File: config.mk
export PLATFORM = sky130hd
export DESIGN_NAME = adder_arbiter
export DESIGN_NICKNAME = d
export VERILOG_FILES = /design/src/rtl/adder_arbiter.sv
export SDC_FILE = /design/constraint.sdc
export NUM_CORES = 1
export LEC_CHECK = 0
export ABC_AREA = 1
export CAP_MARGIN = 10
export CORE_ASPECT_RATIO = 2
export CORE_UTILIZATION = 42
export CTS_CLUSTER_SIZE = 16
export DETAILED_ROUTE_END_ITERATION = 7
export PLACE_DENSITY_LB_ADDON = 0.1
export SYNTH_ARGS = -nofsm -noshare
export SYNTH_HDL_FRONTEND = slang
export SYNTH_SLANG_ARGS = --single-unit
File: constraint.sdc
create_clock -name clk -period 2.3 [get_ports clk]
set_clock_uncertainty 0.15 [all_clocks]
set_input_delay 0.575 -clock clk [delete_from_list [all_inputs] [get_ports clk]]
set_output_delay 0.575 -clock clk [all_outputs]
set_load 0.02 [all_outputs]
File: src/rtl/adder_arbiter.sv
// Round-robin sequencer that time-shares one registered 4-bit adder among NREQ
// requesters and returns each 5-bit sum tagged with the owning requester index.
module adder_arbiter #(
  parameter int NREQ = 4,
  parameter int LAT  = 1,
  localparam int IDW = $clog2(NREQ)
) (
  input  logic              clk,
  input  logic              rst_n,
  input  logic [NREQ-1:0]   req,
  input  logic [4*NREQ-1:0] a_in,
  input  logic [4*NREQ-1:0] b_in,
  output logic [NREQ-1:0]   gnt,
  output logic [3:0]        add_a,
  output logic [3:0]        add_b,
  input  logic [4:0]        add_sum,
  output logic              rsp_valid,
  output logic [IDW-1:0]    rsp_id,
  output logic [4:0]        rsp_sum,
  output logic              busy
);

  localparam int CW = (LAT > 1) ? $clog2(LAT) : 1;

  typedef enum logic [1:0] {S_IDLE, S_ISSUE, S_WAIT, S_DONE} state_t;

  state_t          state, state_d;
  logic [CW-1:0]   cnt, cnt_d;
  logic [IDW-1:0]  ptr, ptr_d;
  logic [IDW-1:0]  cur_id, cur_id_d;
  logic [NREQ-1:0] gnt_d;
  logic [3:0]      add_a_d, add_b_d;
  logic            rsp_valid_d;
  logic [IDW-1:0]  rsp_id_d;
  logic [4:0]      rsp_sum_d;
  logic [IDW:0]    pick;
  logic [IDW-1:0]  win;
  logic [3:0]      a_sel, b_sel;

  // Scan from the farthest candidate to the nearest so the nearest asserted
  // request (ptr+1 first) overwrites any earlier hit; MSB flags a winner.
  function automatic logic [IDW:0] rr_pick(input logic [NREQ-1:0] r,
                                           input logic [IDW-1:0]  p);
    logic [IDW:0]   res;
    logic [IDW-1:0] sel;
    res = '0;
    for (int i = NREQ; i >= 1; i--) begin
      sel = IDW'((int'(p) + i) % NREQ);
      if (r[sel]) res = {1'b1, sel};
    end
    return res;
  endfunction

  always_comb begin
    pick  = rr_pick(req, ptr);
    win   = pick[IDW-1:0];
    a_sel = '0;
    b_sel = '0;
    for (int i = 0; i < NREQ; i++) begin
      if (win == IDW'(i)) begin
        a_sel = a_in[4*i +: 4];
        b_sel = b_in[4*i +: 4];
      end
    end
  end

  always_comb begin
    state_d     = state;
    cnt_d       = cnt;
    ptr_d       = ptr;
    cur_id_d    = cur_id;
    gnt_d       = '0;
    add_a_d     = add_a;
    add_b_d     = add_b;
    rsp_valid_d = 1'b0;
    rsp_id_d    = rsp_id;
    rsp_sum_d   = rsp_sum;
    case (state)
      S_IDLE, S_DONE: begin
        if (pick[IDW]) begin
          state_d  = S_ISSUE;
          cur_id_d = win;
          ptr_d    = win;
          add_a_d  = a_sel;
          add_b_d  = b_sel;
          for (int i = 0; i < NREQ; i++) gnt_d[i] = (win == IDW'(i));
        end else begin
          state_d = S_IDLE;
        end
      end
      S_ISSUE: begin
        state_d = S_WAIT;
        cnt_d   = CW'(LAT - 1);
      end
      S_WAIT: begin
        if (cnt != '0) begin
          cnt_d = cnt - 1'b1;
        end else begin
          // Adder output has settled; capture it with its owner's tag.
          state_d     = S_DONE;
          rsp_valid_d = 1'b1;
          rsp_sum_d   = add_sum;
          rsp_id_d    = cur_id;
        end
      end
      default: state_d = S_IDLE;
    endcase
  end

  always_ff @(posedge clk or negedge rst_n) begin
    if (!rst_n) begin
      state     <= S_IDLE;
      cnt       <= '0;
      ptr       <= IDW'(NREQ - 1);
      cur_id    <= '0;
      gnt       <= '0;
      add_a     <= '0;
      add_b     <= '0;
      rsp_valid <= 1'b0;
      rsp_id    <= '0;
      rsp_sum   <= '0;
    end else begin
      state     <= state_d;
      cnt       <= cnt_d;
      ptr       <= ptr_d;
      cur_id    <= cur_id_d;
      gnt       <= gnt_d;
      add_a     <= add_a_d;
      add_b     <= add_b_d;
      rsp_valid <= rsp_valid_d;
      rsp_id    <= rsp_id_d;
      rsp_sum   <= rsp_sum_d;
    end
  end

  assign busy = (state != S_IDLE);

endmodule

Word-level counts from Yosys, hierarchy flattened
Index checks and enable logic that the tools add are counted.

Bits in registers: 27. Input bits: 43. Output and inout bits: 21. Word-level logic and storage cells: 63.

$add $sub $neg: 5. Order comparisons: 4. Eq/ne operators: 7. Mux-type cells: 29. Bitwise operators: 1. Reductions and logical operators: 7.

Operators by type and width (count): 4-bit 2-to-1 mux (10); 2-bit by 3-bit less-than comparator with 1-bit output (second input constant) (4); 3-bit 2-to-1 mux (4); 1-bit binary-select mux with 2-bit select (4); 2-bit == test (second input constant) (4); 1-bit 2-to-1 mux (8); 2-bit one-hot mux with 3 select lines (1); 2-bit by 1-bit adder with 2-bit output (second input constant) (2); 2-bit adder (second input constant) (2); 2-bit by 1-bit == test with 1-bit output (second input constant) (2); 2-bit zero test (2); 2-bit AND reduction (2); 2-bit nonzero test (2); 2-bit 2-to-1 mux (1); 2-bit != test (second input constant) (1); 1-bit one-hot mux with 2 select lines (1); 2-bit OR reduction (1); 1-bit NOT (1); 1-bit subtractor (second input constant) (1).

Depth between registers and ports, before layout
Depth in word-level cells: 12. Gate-level depth with buffers: 16. Depth with buffers taken out: 15.

Least setup slack after synthesis
OpenSTA, ideal clock, no wires.

Kind: register -> register. Start: reg ptr[0]. End: reg add_a[1]. Library setup time: 118 ps. Data arrival time: 1588 ps. Required time: 2032 ps. Path slack: 445 ps. Cell stages (with the launch flop): 14. Buffers on the path: 2. Cell sequence: dfstp_2 > buf_6 > nand2_2 > nand2_2 > nand2_2 > a21oi_2 > nand2_1 > nand2_2 > inv_4 > buf_6 > nor2_1 > nor2_1 > a21oi_1 > nor2_1.

Longest elaborated chain between the ends: 12.

RTL lines: start, declared (line 29) `logic [IDW-1:0] ptr, ptr_d;`; start signal, assigned (line 114) `ptr <= IDW'(NREQ - 1);`; start signal, assigned (line 125) `ptr <= ptr_d;`; 2-bit by 1-bit adder with 2-bit output (line 48) `sel = IDW'((int'(p) + i) % NREQ);`; 1-bit binary-select mux with 2-bit select (line 49) `if (r[sel]) res = {1'b1, sel};`; 1-bit 2-to-1 mux (not written as such) (line 49); 3-bit 2-to-1 mux (3 in a row) (line 49); 3-bit 2-to-1 mux * (line 49); 2-bit zero test (line 60) `if (win == IDW'(i)) begin`; 4-bit 2-to-1 mux (4 in a row) (line 60); end signal, assigned (line 117) `add_a <= '0;`; end signal, assigned (line 128) `add_a <= add_a_d;`; end, declared (line 14) `output logic [3:0] add_a,`.

Mark *: on every way between the ends. The rest lies on a longest branch, timed or not. The select of a mux whose other input is x is not followed. A chain may end at the register's enable or synchronous reset.

Worst setup path after layout
Start: in req[1]. End: reg add_a[1].

Longest elaborated chain between the ends: 11.

RTL lines: start, declared (line 10) `input logic [NREQ-1:0] req,`; 1-bit binary-select mux with 2-bit select (line 49); 1-bit 2-to-1 mux (not written as such) (line 49); 3-bit 2-to-1 mux (3 in a row) (line 49); 3-bit 2-to-1 mux * (line 49); 2-bit zero test (line 60); 4-bit 2-to-1 mux (4 in a row) (line 60).

Marks and branches as above.

==> reports/qor.csv <==
stage,metric,value,unit
drt,wl_per_cell,11.7,microns
synthesis,synth-seq-area-share,42.7,%
drt,vias_per_cell,4.84,
power,p_comb_share,74.7,%
synthesis,netlist_area,1530,sq um
clock_network,path_clk_slew,90,ps
global_routing,antenna_found_initial,0,
global_routing,grt_pass1_vias,1496,
placed_design,dp_hpwl,2900,microns
worst_setup_path,crit_path_start_kind,input pin,
die,fp.dieW,44.7,microns
placed_design,place_congestion,0.817,
drt,wl,3920,microns
worst_setup_path,end_kind,flip-flop,
die,die_area,3900,sq um
power,swShare,46.9,%
synthesis,syn_inst,202,
timing,timing.final.ws_setup,109,ps
drt,drc,0,
worst_setup_path,cp.required,2310,ps
die,coreArea,3420,sq um
power,p_per_area,1880,nW/um^2
power,p_sw,2.20,mW
status,status,"complete, no violations",
clock_network,cts_buffer_depth,2,
clock_network,clock_latency,260,ps
placed_design,dp_cells,324,
job,drv_cap,0,
drt,ant_nets,0,
timing,max_slew_margin,71.8,%
power,p_leak,1.23,nW
global_routing,grt_overflow_total,0,
die,die_h,87.3,microns
finish,fin_nets,332,
clock_network,clock-root-buffer,clkbuf_8,
worst_setup_path,worst-r2r-cell-count,13,
hold_path,hold_depth,2,
synthesis,syn-num-nets,247,
drt,firstDrtPassIters,6,
finish,drive_gt1_share,22.7,%
timing,fmax,0.457,GHz
clock_network,cts_sinks,26,
power,pwr-share-seq,17.5,%
power,power_frac_clock,7.8,%
timing,tightest_slew,423,ps
placed_design,portBuffers,63,
drt,drt-initial-drc-count,38,
finish,most-common-layout-cells,"nand2_1 (68), clkdlybuf4s50_1 (60), dfrtp_1 (24)",
die,start_util,44.8,%
drt,via_count,1618,
worst_setup_path,cp_data_arrival_time,2200,ps
timing,setup_violations,0,
die,io_pins,64,
finish,n_antenna_cell,0,
timing,fin_crit_sh,95.2,%
die,num_rows,30,
synthesis,yosysWarnings,0,
worst_setup_path,cp_max_fo,5,
finish,instances_no_fill,334,
power,ir_drop,1130,uV
power,p_total,4.69,mW
hold_path,min_path_type,reg2reg,
timing,period_minus_slack,2190,ps
global_routing,grt_max_degree,27,
timing,rsz0062_at_grt,no,
clock_network,cts_tree,yes,
synthesis,avgSynthCellArea,7.57,sq um
clock_network,cts_buffers,3,
clock_network,cts_max_level,1,
timing,maxSlewViolCount,0,
global_routing,track_usage,20.0,%
placed_design,dp_slack,-226,ps
finish,layout_commonest_cell,nand2_1,
synthesis,synth_seq_cells,26,
timing,hold_viol,0,
synthesis,yosysUniqueCellTypes,23,
finish,area_growth,62.8,%
worst_setup_path,crit_type,in2reg,
global_routing,grt_pass1_wl,5910,microns
power,p_int,2.49,mW
timing,setup_tns,0,ps
[power by group through the flow]
| stage | logic [mW] | clock network, mW | registers [mW] |
|---|---|---|---|
| floorplan | 1.84 | 0 | 1.01 |
| detailed placement | 3.10 | 0 | 0.843 |
| finish | 3.50 | 0.363 | 0.822 |
| global placement | 3.04 | 0 | 0.849 |
| global route | 3.84 | 0.387 | 0.848 |
| CTS | 3.10 | 0.370 | 0.842 |
[final timing paths]
| kind | from | endpoint | slack, ps |
|---|---|---|---|
| worst min-delay path | add_b[3] | add_b[3] | 340 |
| max in group asynchronous | rst_n | ptr[1] | 1180 |
| min in group asynchronous | rst_n | rsp_valid | 520 |
| worst max register to register | ptr[0] | add_a[1] | 230 |
| worst max-delay path | req[1] | add_a[1] | 110 |
| worst min register to register | add_b[3] | add_b[3] | 340 |
[synthesized netlist by cell type]
cell type,count,area [sq um]
dfstp_2,2,52.6
nor2_1,17,63.8
clkbuf_1,1,3.75
nor3_1,3,15.0
a21oi_2,1,8.76
o21ai_1,5,25.0
inv_1,17,63.8
ha_1,2,25.0
inv_2,3,11.3
nor2_2,2,12.5
mux2_2,5,56.3
nor2_4,2,22.5
a21oi_1,5,25.0
nand2_2,10,62.6
buf_6,5,56.3
nand3_2,1,10.0
nand2_4,2,22.5
o21ai_2,1,8.76
nand2_1,71,267
o21ai_0,10,50.1
dfrtp_1,24,601
nand3_1,12,60.1
inv_4,1,6.26
[flip-flops by register name (all words and copies together) (netlist names)]
name,flops
gnt,4
add_a,4
state,2
ptr,2
add_b,4
cur_id,2
rsp_id,2
rsp_valid,1
rsp_sum,5
[metrics by stage]
stage / hold slack [ps] / area [sq um] / util (%)
floorplan: 129 / 1530 / -
global placement: 317 / 2300 / 67.3
detailed placement: 318 / 2300 / 67.3
CTS: 345 / 2370 / 69.4
global route: 364 / 2490 / 72.9
finish: 342 / 2490 / 72.9
[kinds of logic after synthesis]
kind of cell             Yosys count  share of synthesized area (%)
adder cells (fa/ha/maj)            2                           1.64
buffers and inverters             27                           9.25
flip-flops                        26                           42.7
AND/OR/NAND/NOR                  120                           35.0
multiplexers                       5                           3.68
AO/OA/AOI/OAI                     22                           7.69
[cell type report]
class	instances	area, sq um
clock buffers	3	41.3
inverters	21	86.3
repair inverters	1	5.00
well taps	48	60.1
clock inverters	1	30.0
fillers	272	927
flip-flops and latches	26	653
repair buffers	83	813
multi-input cells	151	800
[routing by layer]
layer | routed length [microns] | global-route usage, % | part of all wire (%)
met5 | 0 | 0 | 0
met4 | 88 | 6.89 | 2.2
met3 | 165 | 2.28 | 4.2
met2 | 2260 | 39.6 | 58
met1 | 1410 | 19.8 | 36
[timing repair]
action,4_1_cts,5_1_grt
setup buffers,0,3
hold buffers,0,0
gates resized for setup,0,24
endpoints found under the setup margin,0,8
[worst max-delay path, stage by stage]
cell and delay (ps):
clkdlybuf4s50_1 470, inv_2 50, nand2_2 70, nand3_2 80, nand2_1 80, inv_1 50, nand2_2 110, nand2_4 60
nand2_4 90, nand2_4 90, buf_4 150, nand3_1 60, nand2_1 80, a21oi_1 150, nor2_1 50
Power figures use the tool's default switching activity.
